## config.mk

```make
export PLATFORM = sky130hd
export DESIGN_NAME = noc_packet_arbiter
export DESIGN_NICKNAME = d
export VERILOG_FILES = /design/src/rtl/riscv_noc_arb_pkg.sv /design/src/rtl/noc_rr_select.sv /design/src/rtl/noc_packet_arbiter.sv
export SDC_FILE = /design/constraint.sdc
export NUM_CORES = 1
export LEC_CHECK = 0
export CORE_MARGIN = 4
export CORE_UTILIZATION = 39
export CTS_CLUSTER_DIAMETER = 150
export CTS_CLUSTER_SIZE = 25
export DETAILED_ROUTE_END_ITERATION = 8
export PLACE_DENSITY = 0.81
export SYNTH_ARGS = -nofsm -noshare
export SYNTH_HDL_FRONTEND = slang
export SYNTH_SLANG_ARGS = --single-unit
```

## constraint.sdc

```tcl
create_clock -name clk -period 2.4 [get_ports clk]
set_input_delay 0.6 -clock clk [delete_from_list [all_inputs] [get_ports clk]]
set_output_delay 0.6 -clock clk [all_outputs]
set_load 0.02 [all_outputs]
```

## src/rtl/riscv_noc_arb_pkg.sv

```systemverilog
// Shared types and helpers for the NoC injection arbiters.
//   arb_state_t : packet-lock FSM state (idle / packet in flight)
//   onehot()    : index -> one-hot vector, MAX_INPUTS wide; callers slice
package riscv_noc_arb_pkg;

  localparam int MAX_INPUTS = 16;
  localparam int MAX_IDXW   = 4;

  typedef enum logic {ARB_IDLE, ARB_BUSY} arb_state_t;

  function automatic logic [MAX_INPUTS-1:0] onehot(input logic [MAX_IDXW-1:0] idx);
    logic [MAX_INPUTS-1:0] v;
    v      = '0;
    v[idx] = 1'b1;
    return v;
  endfunction

endpackage

```

## src/rtl/noc_rr_select.sv

```systemverilog
// Rotate-priority encoder: returns the first asserted request found when
// scanning ptr, ptr+1, ... modulo N.
//   req   : request vector
//   ptr   : index with highest priority
//   idx   : winning index (0 when nothing found)
//   found : at least one request asserted
module noc_rr_select #(
  parameter int N    = 3,
  parameter int IDXW = $clog2(N)
) (
  input  logic [N-1:0]    req,
  input  logic [IDXW-1:0] ptr,
  output logic [IDXW-1:0] idx,
  output logic            found
);

  // One extra bit so ptr+k cannot overflow before the modulo fold.
  localparam logic [IDXW:0] NW = (IDXW+1)'(N);

  logic [IDXW:0]   pos;
  logic [IDXW-1:0] pos_w;

  // Scan from the farthest offset down so the nearest hit is written last.
  always_comb begin
    idx   = '0;
    found = 1'b0;
    pos   = '0;
    pos_w = '0;
    for (int k = N-1; k >= 0; k--) begin
      pos = {1'b0, ptr} + (IDXW+1)'(k);
      if (pos >= NW) pos = pos - NW;
      pos_w = pos[IDXW-1:0];
      if (req[pos_w]) begin
        idx   = pos_w;
        found = 1'b1;
      end
    end
  end

endmodule

```

## src/rtl/noc_packet_arbiter.sv

```systemverilog
// Packet-locked round-robin arbiter sharing one NoC injection channel
// between INPUTS local sources, with one registered output stage.
//   clk, rst                        : clock, async active-low reset
//   in_flit/in_last/in_valid        : per-source flit streams
//   in_ready                        : per-source accept (granted source only)
//   out_flit/out_last/out_valid     : registered flit towards the NoC
//   out_ready                       : NoC accepts the output flit
//   grant                           : one-hot owner, 0 when idle
//   busy                            : a packet is in progress
// INPUTS must be in 2..16.
module noc_packet_arbiter
  import riscv_noc_arb_pkg::*;
#(
  parameter int FLIT_WIDTH = 32,
  parameter int INPUTS     = 3
) (
  input  logic                             clk,
  input  logic                             rst,
  input  logic [INPUTS-1:0][FLIT_WIDTH-1:0] in_flit,
  input  logic [INPUTS-1:0]                in_last,
  input  logic [INPUTS-1:0]                in_valid,
  output logic [INPUTS-1:0]                in_ready,
  output logic [FLIT_WIDTH-1:0]            out_flit,
  output logic                             out_last,
  output logic                             out_valid,
  input  logic                             out_ready,
  output logic [INPUTS-1:0]                grant,
  output logic                             busy
);

  localparam int IDXW = $clog2(INPUTS);

  arb_state_t            state;
  logic [IDXW-1:0]       rr_ptr;
  logic [IDXW-1:0]       gidx;     // binary copy of grant, used to mux the owner
  logic [IDXW-1:0]       sel_idx;
  logic                  sel_found;
  logic [MAX_INPUTS-1:0] sel_oh;
  logic                  unused_oh;
  logic                  out_free;
  logic                  xfer;

  noc_rr_select #(.N(INPUTS), .IDXW(IDXW)) u_sel (
    .req   (in_valid),
    .ptr   (rr_ptr),
    .idx   (sel_idx),
    .found (sel_found)
  );

  assign sel_oh    = onehot(MAX_IDXW'(sel_idx));
  assign unused_oh = ^sel_oh;

  // Output stage can take a new flit if empty or draining this cycle.
  assign out_free = !out_valid || out_ready;
  assign in_ready = (state == ARB_BUSY && out_free) ? grant : '0;
  assign xfer     = (state == ARB_BUSY) && out_free && in_valid[gidx];

  always_ff @(posedge clk or negedge rst) begin
    if (!rst) begin
      state     <= ARB_IDLE;
      rr_ptr    <= '0;
      gidx      <= '0;
      grant     <= '0;
      busy      <= 1'b0;
      out_valid <= 1'b0;
      out_flit  <= '0;
      out_last  <= 1'b0;
    end else if (state == ARB_IDLE) begin
      // Last flit of the previous packet may still be sitting in the stage.
      if (out_valid && out_ready) out_valid <= 1'b0;
      if (sel_found) begin
        state <= ARB_BUSY;
        gidx  <= sel_idx;
        grant <= sel_oh[INPUTS-1:0];
        busy  <= 1'b1;
      end
    end else begin
      if (xfer) begin
        out_flit  <= in_flit[gidx];
        out_last  <= in_last[gidx];
        out_valid <= 1'b1;
        if (in_last[gidx]) begin
          state  <= ARB_IDLE;
          rr_ptr <= (gidx == IDXW'(INPUTS-1)) ? '0 : gidx + IDXW'(1);
          grant  <= '0;
          busy   <= 1'b0;
        end
      end else if (out_valid && out_ready) begin
        out_valid <= 1'b0;
      end
    end
  end

endmodule

```

==> results of run 1 <==
-- worst min path at each step --
stage,slack [ns],depth (start not counted),from,to
finish,0.25,1,rst,out_flit[11]$_DFFE_PN0P_
global route,0.27,1,rst,out_flit[11]$_DFFE_PN0P_
CTS,0.25,1,rst,out_flit[11]$_DFFE_PN0P_
detailed placement,0.47,2,out_last$_DFFE_PN0P_,out_last$_DFFE_PN0P_
global placement,0.47,2,out_last$_DFFE_PN0P_,out_last$_DFFE_PN0P_
floorplan,0.30,0,rst,busy$_DFFE_PN0P_
-- through the flow --
stage	setup TNS, ns	setup slack (ns)	area (um2)	instances
after floorplan	0	0.525	2570	288
after global placement	-0.416	-0.141	4050	497
after detailed placement	-0.416	-0.154	4050	497
after CTS	0	0.109	4150	505
after global routing	0	0.0503	4150	505
final	0	0.113	4150	505
-- power breakdown --
part	switching [W]	internal [W]	leakage, nW
clock network	0.000227	0.000263	0.0515
registers	0.000225	0.00108	0.535
logic	0.00172	0.00148	1.18
total	0.00218	0.00282	1.76
-- state kept, by name, indices dropped and copies added (netlist names) --
name	flops
out_last	1
state	1
rr_ptr	2
gidx	2
busy	1
out_flit	32
out_valid	1
grant	3
-- layer usage --
layer	wire (um)	global-route usage, %	vias to the layer above
li1	-	-	1260
met1	3000	22.6	1154
met2	3790	33.1	91
met3	567	5.16	12
met4	172	5.82	0
met5	0	0	-
-- area by class of cell --
type	count	share of cell area, %
clock buffer	8	2.41
sequential	43	26.0
tap	77	2.32
timing repair buffer	154	37.0
multi-input combinational	218	31.9
inverter	5	0.452
-- cell usage in the layout, fill, tap and decap left out, types with 2 or more instances in the layout --
cell and n:
nor2b_1 2, buf_4 7, nand2_1 42, clkbuf_8 7, ha_1 3, dlygate4sd2_1 3, mux2_4 2, mux2i_1 35
nand2b_1 2, nor2b_2 2, o31ai_1 2, inv_1 5, buf_12 2, clkdlybuf4s50_1 141, dfrtp_1 42, o21ai_1 34
nor2_1 34, o21ai_0 4, and2b_1 3, a21oi_1 34, and3_1 3
-- cell families after synthesis --
family / Yosys count / synth area share [%]
AND/OR/NAND/NOR: 94 / 16.0
adder cells (fa/ha/maj): 3 / 1.46
flip-flops: 43 / 41.8
AO/OA/AOI/OAI: 83 / 18.6
buffers and inverters: 27 / 6.90
multiplexers: 38 / 15.2
-- critical path: stages --
cell and delay (ns):
clkdlybuf4s50_1 0.45, nand2b_1 0.14, and3_1 0.16, dlygate4sd2_1 0.33
==> reports/qor.txt, run 1 <==
status - finished clean
Final ANT Viol Nets - 0
Final Hold Violating Endpoints - 0
ys flop type - dfrtp_1
Residual DRC - 0
power per cell area - 1200 mW/mm2
min-delay worst type - in2async
critical path startpoint category - input port
grt total ovfl - 0
Worst Skew - 0.00602 ns
Synth area leader - dfrtp_1
crit share post-route - 95.3%
CTS Buffer Depth - 2
RSZ-0062 raised after global routing - no
port bufs - 145
CTS tree - yes
clock transition at the registers of the reported paths - 0.08 ns
Max Cap Viol - 0
hold_buf cts - 0
initial antenna violation count - 0
Worst setup endpoint - in_ready[0]
first-pass GRT wire length - 11700 um
total power - 0.00500 W
crit-path max FO - 4
Post-Syn Instances - 288
#FFs+latches synth - 43
slew margin rel. - 65.4%
DP Wirelength - 6020 um
die area - 0.00796 mm2
Worst EP required - 1.80 ns
Seq. cell area - 0.00108 mm2
Die Wd - 89.2 um
drt via density - 4.98
count of cell types in the netlist - 37
Final min period - 2.29 ns
initial cell density of the core - 40.3%
Post-CTS Setup Repair Bufs - 0
post-cts sizing count - 3
drt first pass iters - 4
worst slew pin tran - 0.520 ns
YS warnings - 0
Core ar. - 0.00639 mm2
ys async rst share - 100%
Syn Area/Cell - 8.94 um2
worst skew pair latency - 0.28 ns
Tot GR Track Use - 18.9%
clk sinks - 43
FP Rows - 29
CTS buffer count - 5
die height - 89.2 um
Post-synth EDFFs - 0
max-slew violation count - 0
via count - 2517
vias in the first global route - 2471
static leakage - 1.76 nW
r2r setup slk - 0.30 ns
crit path from - out_ready
worst r2r src - rr_ptr[0]$_DFFE_PN0P_
Synth top area share - 41.8%
top cells by area, synth - dfrtp_1 (42%), mux2i_1 (14%), a21oi_1 (6.6%), o21ai_1 (6.6%), nand2_1 (6.3%)
VDD IR-drop max - 0.000940 V
fillers - 531
DRT Wirelength - 7540 um
Mapped Nets - 396
Mapped Area - 0.00257 mm2
Nets - 535
CP endpoint kind - primary output
Area Growth Syn to Fin - 61.3%
sequential fraction of the synthesis area - 41.8%
DR WL/cell - 14.9 um
# diodes - 0
area of the multi-input gates - 0.00132 mm2
Max Freq - 437 MHz
Finished Core Util - 65.0%
Hold Slack - 0.246 ns
# IOs - 146
pin count of the biggest net entering global routing - 39
WS Path Type - in2out
share of cells above drive strength 1 - 6.31%
Data arrival, critical path - 1.69 ns
Worst R2R End - grant[1]$_DFFE_PN0P_
R2R cell count - 6
synth cell count leaders - dfrtp_1 (43), nand2_1 (43), mux2i_1 (35)
depth of the CTS H-tree - 2
final RePlAce weighted congestion - 0.820
initial drt markers - 70
CTS root buffer - clkbuf_8
Final Setup Violations - 0
Power figures use the tool's default switching activity.
==> run 2, diff against run 1 <==
clock period = 2.18 ns   (was 2.4 ns; I/O delays follow)
==> reports/qor.txt, run 2 (same netlist as run 1, synthesis figures left out) <==
status - finished clean
Residual DRC - 0
share of cells above drive strength 1 - 8.10%
critical path's top delay family - multiplexers
die area - 0.00796 mm2
critical-path cell list - inv_1 > ha_1 > mux2i_1 > o22a_1 > a41o_2 > mux2_4
max-slew violation count - 0
Hold Slack - 0.203 ns
Data arrival, critical path - 2.21 ns
initial cell density of the core - 40.3%
max FFs per register - 32
DRT Wirelength - 7690 um
vias in the first global route - 2578
delay of the slowest critical-path stage - 0.45 ns
slew margin rel. - 67.8%
worst slew pin tran - 0.483 ns
clk sinks - 43
Area Growth Syn to Fin - 62.2%
Finished Core Util - 65.4%
Worst R2R End - grant[1]$_DFFE_PN0P_
FP Rows - 29
pin count of the biggest net entering global routing - 39
crit share post-route - 93.3%
Post-CTS Setup Repair Bufs - 0
min-delay worst type - in2async
top flop regs - out_flit: 32 flops, grant: 3 flops
CP endpoint kind - register
Top reg by flops - out_flit
area of the multi-input gates - 0.00132 mm2
most common cell after layout, fill and taps aside - clkdlybuf4s50_1
power per cell area - 1320 mW/mm2
Worst Skew - 0.00849 ns
static leakage - 1.77 nW
critical path's slowest cell - ha_1
DR WL/cell - 15.1 um
final RePlAce weighted congestion - 0.803
Max Freq - 492 MHz
# IOs - 146
CTS buffer count - 5
CP bufs+invs - 1
Worst setup endpoint - grant[1]$_DFFE_PN0P_
# diodes - 0
VDD IR-drop max - 0.000951 V
via count - 2572
critical path startpoint category - register
crit path from - rr_ptr[0]$_DFFE_PN0P_
Final Hold Violating Endpoints - 0
initial drt markers - 40
CTS root buffer - clkbuf_8
Tot GR Track Use - 18.9%
Nets - 539
die height - 89.2 um
clock transition at the registers of the reported paths - 0.08 ns
crit-path max FO - 9
DP Wirelength - 6150 um
Crit path depth - 6
CTS Buffer Depth - 2
Die Wd - 89.2 um
r2r setup slk - 0.15 ns
worst skew pair latency - 0.29 ns
worst r2r src - rr_ptr[0]$_DFFE_PN0P_
drt first pass iters - 4
RSZ-0062 raised after global routing - no
Final min period - 2.03 ns
leading cell types in the layout, fill and taps excluded - clkdlybuf4s50_1 (141), nand2_1 (42), dfrtp_1 (42)
Worst EP required - 2.35 ns
hold_buf cts - 0
R2R cell count - 6
port bufs - 145
grt total ovfl - 0
initial antenna violation count - 0
drt via density - 5.05
Core ar. - 0.00639 mm2
Seq. cell area - 0.00108 mm2
Final Setup Violations - 0
CTS tree - yes
Max Cap Viol - 0
depth of the CTS H-tree - 2
first-pass GRT wire length - 11800 um
Final ANT Viol Nets - 0
WS Path Type - reg2reg
fillers - 551
-- run 2: cell types whose count changed in the layout (fill, tap and decap cells not counted) --
cell	previous run	this run
clkinv_2	0	1
clkbuf_2	0	3
dlygate4sd2_1	3	0
buf_4	7	10
a41o_1	1	0
a41o_2	0	1
buf_12	2	3
clkbuf_8	7	6
-- run 2: repair_timing --
| action | in CTS | in global routing |
|---|---|---|
| hold endpoints to repair | 0 | 0 |
| setup endpoints to repair | 3 | 5 |
| gates resized for setup | 3 | 7 |
| pin swaps | 0 | 0 |
-- run 2: routing by layer --
metal	track usage (%)	routed length (um)	up-vias
li1	-	-	1268
met1	21.5	2910	1196
met2	34.2	3960	96
met3	5.35	638	12
met4	5.82	185	0
met5	0	0	-
-- run 2: how the worst min path moves through the flow --
stage	cells after the start	slack, ns	to	from
3_3_place_gp	2	0.46	out_last$_DFFE_PN0P_	out_last$_DFFE_PN0P_
6_report	1	0.20	out_valid$_DFF_PN0_	rst
2_1_floorplan	0	0.25	busy$_DFFE_PN0P_	rst
4_1_cts	1	0.21	out_valid$_DFF_PN0_	rst
3_5_place_dp	2	0.47	out_flit[2]$_DFFE_PN0P_	out_flit[2]$_DFFE_PN0P_
5_1_grt	1	0.23	out_valid$_DFF_PN0_	rst
-- run 2: area by class of cell --
class                   count  area share, %
clock inverters             1          0.120
well taps                  77           2.31
multi-input cells         218           31.7
clock buffers               7           2.07
inverters                   5          0.450
repair buffers            158           37.5
flip-flops and latches     43           25.8
-- run 2: worst reg2reg max path, stage by stage, from the launching register on --
cell     delay [ns]
dfrtp_1        0.38
inv_1          0.07
ha_1           0.45
mux2i_1        0.24
o22a_1         0.15
a41o_2         0.31
mux2_4         0.32
-- run 2: report_power, final --
| group | leakage, nW | internal (W) | total [W] | switching, W |
|---|---|---|---|---|
| Sequential | 0.535 | 0.00119 | 0.00144 | 0.000252 |
| Combinational | 1.19 | 0.00165 | 0.00357 | 0.00191 |
| Clock | 0.0482 | 0.000256 | 0.000516 | 0.000260 |
-- run 2: through the flow --
step / area (um2) / setup TNS (ns) / total power, W / instances / setup slack (ns)
2_1_floorplan: 2570 / 0 / 0.00377 / 288 / 0.305
3_3_place_gp: 4100 / -0.737 / 0.00496 / 501 / -0.246
3_5_place_dp: 4100 / -0.765 / 0.00508 / 501 / -0.256
4_1_cts: 4180 / 0 / 0.00559 / 509 / 0.00358
5_1_grt: 4170 / 0 / 0.00595 / 509 / 0.0404
6_report: 4170 / 0 / 0.00553 / 509 / 0.146
==> patch 1: new RTL, config.mk and constraints of run 1 <==
Reset style: synchronous (`rst`), changed in one clocked block. Comments in the files are not updated.
--- a/src/rtl/noc_packet_arbiter.sv
+++ b/src/rtl/noc_packet_arbiter.sv
@@ -55,7 +55,7 @@
   assign in_ready = (state == ARB_BUSY && out_free) ? grant : '0;
   assign xfer     = (state == ARB_BUSY) && out_free && in_valid[gidx];
 
-  always_ff @(posedge clk or negedge rst) begin
+  always_ff @(posedge clk) begin
     if (!rst) begin
       state     <= ARB_IDLE;
       rr_ptr    <= '0;
Check against the original RTL: differs if rst is asserted again (counterexample within 4 cycles, from zero or initial values and one cycle with rst low); with rst held inactive, the same outputs for 10 cycles.
==> patch 1 against run 1 <==
  * Worst setup slack worse by 0.012 ns
  * Sequential cell count stayed put
  * First-iteration DRC count is 7.1% higher
  * Die area is 0.62% lower
  * Final cell count is 2.0% higher
  * Sequential share of layout area is 5.2 points lower
  * Wire length is 0.19% lower
  * Hold slack better by 0.23 ns
  * Synthesized area is 0.68% lower
  * Cell area is 0.30% higher
  * Utilization is 0.57 points higher
Power is not compared: it rests on default switching activity, and its combinational part moved more than twofold at a synthesized area within 25%.
==> patch 1: results (changes against run 1) <==
worst_setup_path:
  critPathTopFamily: "buffers and inverters"
  crit_arrival_ns: 1.70
  r2r-start: "rr_ptr[0]"
  cpMaxStageDelayCell: "clkdlybuf4s50_1"
  critical_path.max_stage_delay_ns: 0.45  # about the same
  crit_start: "out_ready"
synthesis:
  synthArstFlopShare_pct: 0  # -100 points
  synth_commonest_cells: "68 x nor2_1, 43 x dfxtp_1, 39 x a21oi_1"
  synth_cell_types: 38  # +2.7%
  ys_ff_latch: 43  # unchanged
  syn_inst: 301  # +4.5%
  synth_fa_ha_area_share_pct: 1.47  # +0.010 points
  synth-main-ff-cell: "dfxtp_1"
  yosysWarningCount: 0  # unchanged
  synth-compound-area-share_pct: 25.8  # +7.2 points
  synthTopCellsByArea: "dfxtp_1 34%, mux2i_1 14%, nor2_1 10%, a211oi_2 9.8%, a21oi_1 7.6%"
  seq_area_frac_synth_pct: 33.7  # -8.1 points
  syn_nets: 409  # +3.3%
  synthMuxAreaShare_pct: 14.7  # -0.53 points
placed_design:
  portBuffers: 145  # unchanged
  placed_cell_area_um2: 4050  # -0.12%
  dp_hpwl_mm: 5.87  # -2.4%
  gpl.final_weighted_congestion: 0.818  # -0.28%
  dp_cells: 507  # +2.0%
  place_ws_ns: -0.166  # -0.0119 ns
routing:
  drt-pass1-iter-count: 4  # unchanged
  drtIter0Drc: 75  # +7.1%
  wl_per_cell_um: 14.6  # -2.1%
  vias: 2612  # +3.8%
final_layout:
  clkCellAreaFrac_pct: 2.83  # +0.41 points
  buf_share_pct: 37.2  # +0.19 points
  multi_input_area_share_pct: 36.4  # +4.6 points
  num-multi-input-gates: 226  # +3.7%
  nets: 545  # +1.9%
  fillers: 562  # +5.8%
  inverters_excl_clock: 6  # +1
  syn_to_final_growth_pct: 62.8
  fin_cells: 515  # +2.0%
  seq_share_pct: 20.7  # -5.2 points
  drive_above_1_share_pct: 10.3  # +4.0 points
  n_all_buffers: 155  # +0.65%
  clock_buffers: 6  # -2
clocking:
  cts-htree-levels: 2  # unchanged
  cts-root-buf: "clkbuf_8"
  clock_latency_ns: 0.28  # about the same
  cts_buffers: 5  # unchanged
  cts_hold_buffers: 0  # unchanged
  cts.clk_slew.worst_paths_ns: 0.08  # about the same
worst_hold_path:
  hold_start: "out_last"
  hp-class: "reg2reg"
pwr:
  irDropWorstVdd_mv: 0.370
  leakagePower_nw: 1.48
grt:
  grt_antenna_before_repair: 0  # unchanged
  grt_pass1_wl_mm: 11.6  # -1.2%
  grt_max_degree: 39  # unchanged
  track_usage_pct: 18.4  # -0.51 points
timing:
  worst_clock_skew_ns: 0.00666  # +0.000647 ns
  worstMarginPinSlew_ns: 0.640  # +0.120 ns
run_status:
  outcome: "completed"
die:
  fp.dieArea_um2: 7910  # -0.62%
==> patch 1: cell count changes after synthesis, moves of 4 or more <==
cell,delta
nor2_1,+34
nand3_1,+4
nand2_1,-36
dfrtp_1,-43
a21oi_1,+5
o21ai_1,-34
a211oi_2,+20
dfxtp_1,+43
clkbuf_1,+4
o21ai_0,+4
a211oi_1,+12
==> patch 1: repair_timing <==
item,in CTS,in global routing
endpoints found under the hold margin,0,0
setup endpoints to repair,3,0
gates resized for setup,3,0
==> patch 1: worst min-delay path: cells and delay by family (launching register included) <==
kind	cells	cell delay, ns
flip-flops	1	0.32
AND/OR/NAND/NOR	1	0.06
AO/OA/AOI/OAI	1	0.06
==> patch 1: power by group <==
group	leakage [nW]	total, W	internal, W	switching [W]
Sequential	0.354	0.000827	0.000786	0.0000408
Clock	0.0612	0.000571	0.000337	0.000235
Combinational	1.06	0.000796	0.000419	0.000377
Total	1.48	0.00219	0.00154	0.000652
==> patch 1: kinds of logic after synthesis <==
group                    Yosys count
adder cells (fa/ha/maj)            3
multiplexers                      37
buffers and inverters             32
flip-flops                        43
AO/OA/AOI/OAI                     87
AND/OR/NAND/NOR                   99
==> patch 1: worst paths after layout <==
| kind | to | slack, ns | cells past startpoint |
|---|---|---|---|
| max | in_ready[0] | 0.10 | 4 |
| min | out_last | 0.48 | 2 |
| max reg2reg | grant[2] | 0.25 | 6 |
| min reg2reg | out_last | 0.48 | 2 |
==> patch 1: layer usage <==
layer  up-vias  part of all wire (%)  GRT usage, %  wire length (um)
met4         0                  0.76          3.79                57
met5         -                     0             0                 0
met1      1184                    38          19.6              2830
met2        89                    52          35.3              3890
met3         4                   9.9          6.08               747
li1       1335                     -             -                 -
==> patch 2: new RTL, settings of run 1 <==
Made on the original files. Change the package constant `MAX_INPUTS` from 16 to 32.
--- a/src/rtl/riscv_noc_arb_pkg.sv
+++ b/src/rtl/riscv_noc_arb_pkg.sv
@@ -3,7 +3,7 @@
 //   onehot()    : index -> one-hot vector, MAX_INPUTS wide; callers slice
 package riscv_noc_arb_pkg;
 
-  localparam int MAX_INPUTS = 16;
+  localparam int MAX_INPUTS = 32;
   localparam int MAX_IDXW   = 4;
 
   typedef enum logic {ARB_IDLE, ARB_BUSY} arb_state_t;
Formal check against the unedited RTL: equivalent (equiv_simple and equiv_induct, registers matched by name and starting in step).
==> patch 2 against run 1 <==
  * Die area down 3.1%
  * Sequential cell count unchanged
  * Worst setup slack better by 0.0031 ns
  * Combinational power fell by 4%
  * Total power shrank 2.1%
  * Synthesized area fell by 3.4%
  * Final cell count stayed put
  * Cell area is 0.39% lower
  * Wire length fell by 2.8%
  * Non-clock buffer count rose by 2
  * Clock power barely moved
==> patch 2: results (changes against run 1) <==
run_status:
  outcome: "completed"
routing:
  vias: 2493  # -0.95%
  drtIter0Drc: 72  # +2.9%
  wirelength_mm: 7.33  # -2.8%
synthesis:
  synth_fa_ha_area_share_pct: 1.51  # +0.051 points
  synthMuxAreaShare_pct: 14.1  # -1.1 points
  seq_area_frac_synth_pct: 43.3  # +1.5 points
  synthTopCellsByArea: "dfrtp_1 43%, mux2i_1 14%, a21oi_1 13%, nor2_1 10%, buf_2 1.6%"
  avgSynthCellArea_um2: 8.66  # -3.1%
  synth-main-ff-cell: "dfrtp_1"
  syn_nets: 395  # -0.25%
  synth-compound-area-share_pct: 19.7  # +1.2 points
  synth_commonest_cells: "67 x nor2_1, 65 x a21oi_1, 43 x dfrtp_1"
  synth_cell_types: 35  # -5.4%
worst_setup_path:
  regToRegEndpoint: "grant[0]"
  r2r_cells: 7  # +1
  r2r-start: "rr_ptr[1]"
clocking:
  cts_setup_buffers: 0  # unchanged
  cts-htree-levels: 2  # unchanged
timing:
  worst_clock_skew_ns: 0.00769  # +0.00168 ns
  slew-limit-headroom_pct: 58.4  # -7.0 points
final_layout:
  fillers: 517  # -2.6%
  diodes: 0  # unchanged
  drive_above_1_share_pct: 6.05  # -0.26 points
pwr:
  leakagePower_nw: 1.70  # -3.7%
  irDropWorstVdd_mv: 0.692  # -26%
  p_sw_share_pct: 42.9  # -0.59 points
grt:
  first_global_vias: 2416  # -2.2%
  grt.met2_usage_pct: 34.3  # +1.2 points
  use_met3_pct: 6.49  # +1.3 points
  grt_max_degree: 36  # -7.7%
  grt_pass1_wl_mm: 11.5  # -2.0%
  track_usage_pct: 18.8  # -0.17 points
  gr-usage-met1_pct: 21.4  # -1.2 points
placed_design:
  place_ws_ns: -0.154  # +0.000362 ns
  dp_hpwl_mm: 5.85  # -2.8%
  placed_cell_area_um2: 4030  # -0.49%
  gpl.final_weighted_congestion: 0.836  # +2.0%
==> patch 2: changes by cell type after synthesis, moves of 3 or more <==
cell	delta
buf_2	+5
inv_1	+4
nor2_1	+33
a21oi_1	+31
buf_6	-6
nand2b_1	+3
o21ai_1	-32
and2b_1	-3
nand2_1	-38
==> patch 2: cell type report <==
class / count / area (um2) / share of cell area (%)
Tap cell: 75 / 93.8 / 2.27
Multi-Input combinational cell: 214 / 1270 / 30.8
Inverter: 9 / 33.8 / 0.817
Clock inverter: 1 / 7.51 / 0.182
Timing Repair Buffer: 156 / 1550 / 37.5
Sequential cell: 43 / 1080 / 26.1
Clock buffer: 7 / 96.3 / 2.33
==> patch 2: worst max-delay path by stage <==
stage               from     endpoint  slack (ns)  depth (start not counted)
2_1_floorplan  rr_ptr[1]     grant[0]        0.60                          8
3_3_place_gp   out_ready  in_ready[1]       -0.14                          4
3_5_place_dp   out_ready  in_ready[0]       -0.15                          4
4_1_cts        out_ready  in_ready[0]        0.11                          4
5_1_grt        out_ready  in_ready[2]        0.04                          4
6_report       out_ready  in_ready[1]        0.12                          4
==> patch 2: worst max-delay path: stages <==
cell	delay, ns
clkdlybuf4s50_1	0.44
nand2b_1	0.15
and3_1	0.16
dlygate4sd2_1	0.33
==> patch 2: metal layers <==
metal  vias to the layer above  part of all wire (%)
met1                      1123                    39
li1                       1266                     -
met2                       102                    51
met5                         -                     0
met4                         0                  0.37
met3                         2                    10
==> patch 2: power by group through the flow <==
stage          clock (W)  sequential (W)  combinational, W
2_1_floorplan          0         0.00168           0.00150
3_3_place_gp           0         0.00131           0.00305
3_5_place_dp           0         0.00133           0.00313
4_1_cts         0.000508         0.00132           0.00313
5_1_grt         0.000545         0.00137           0.00338
6_report        0.000491         0.00132           0.00308
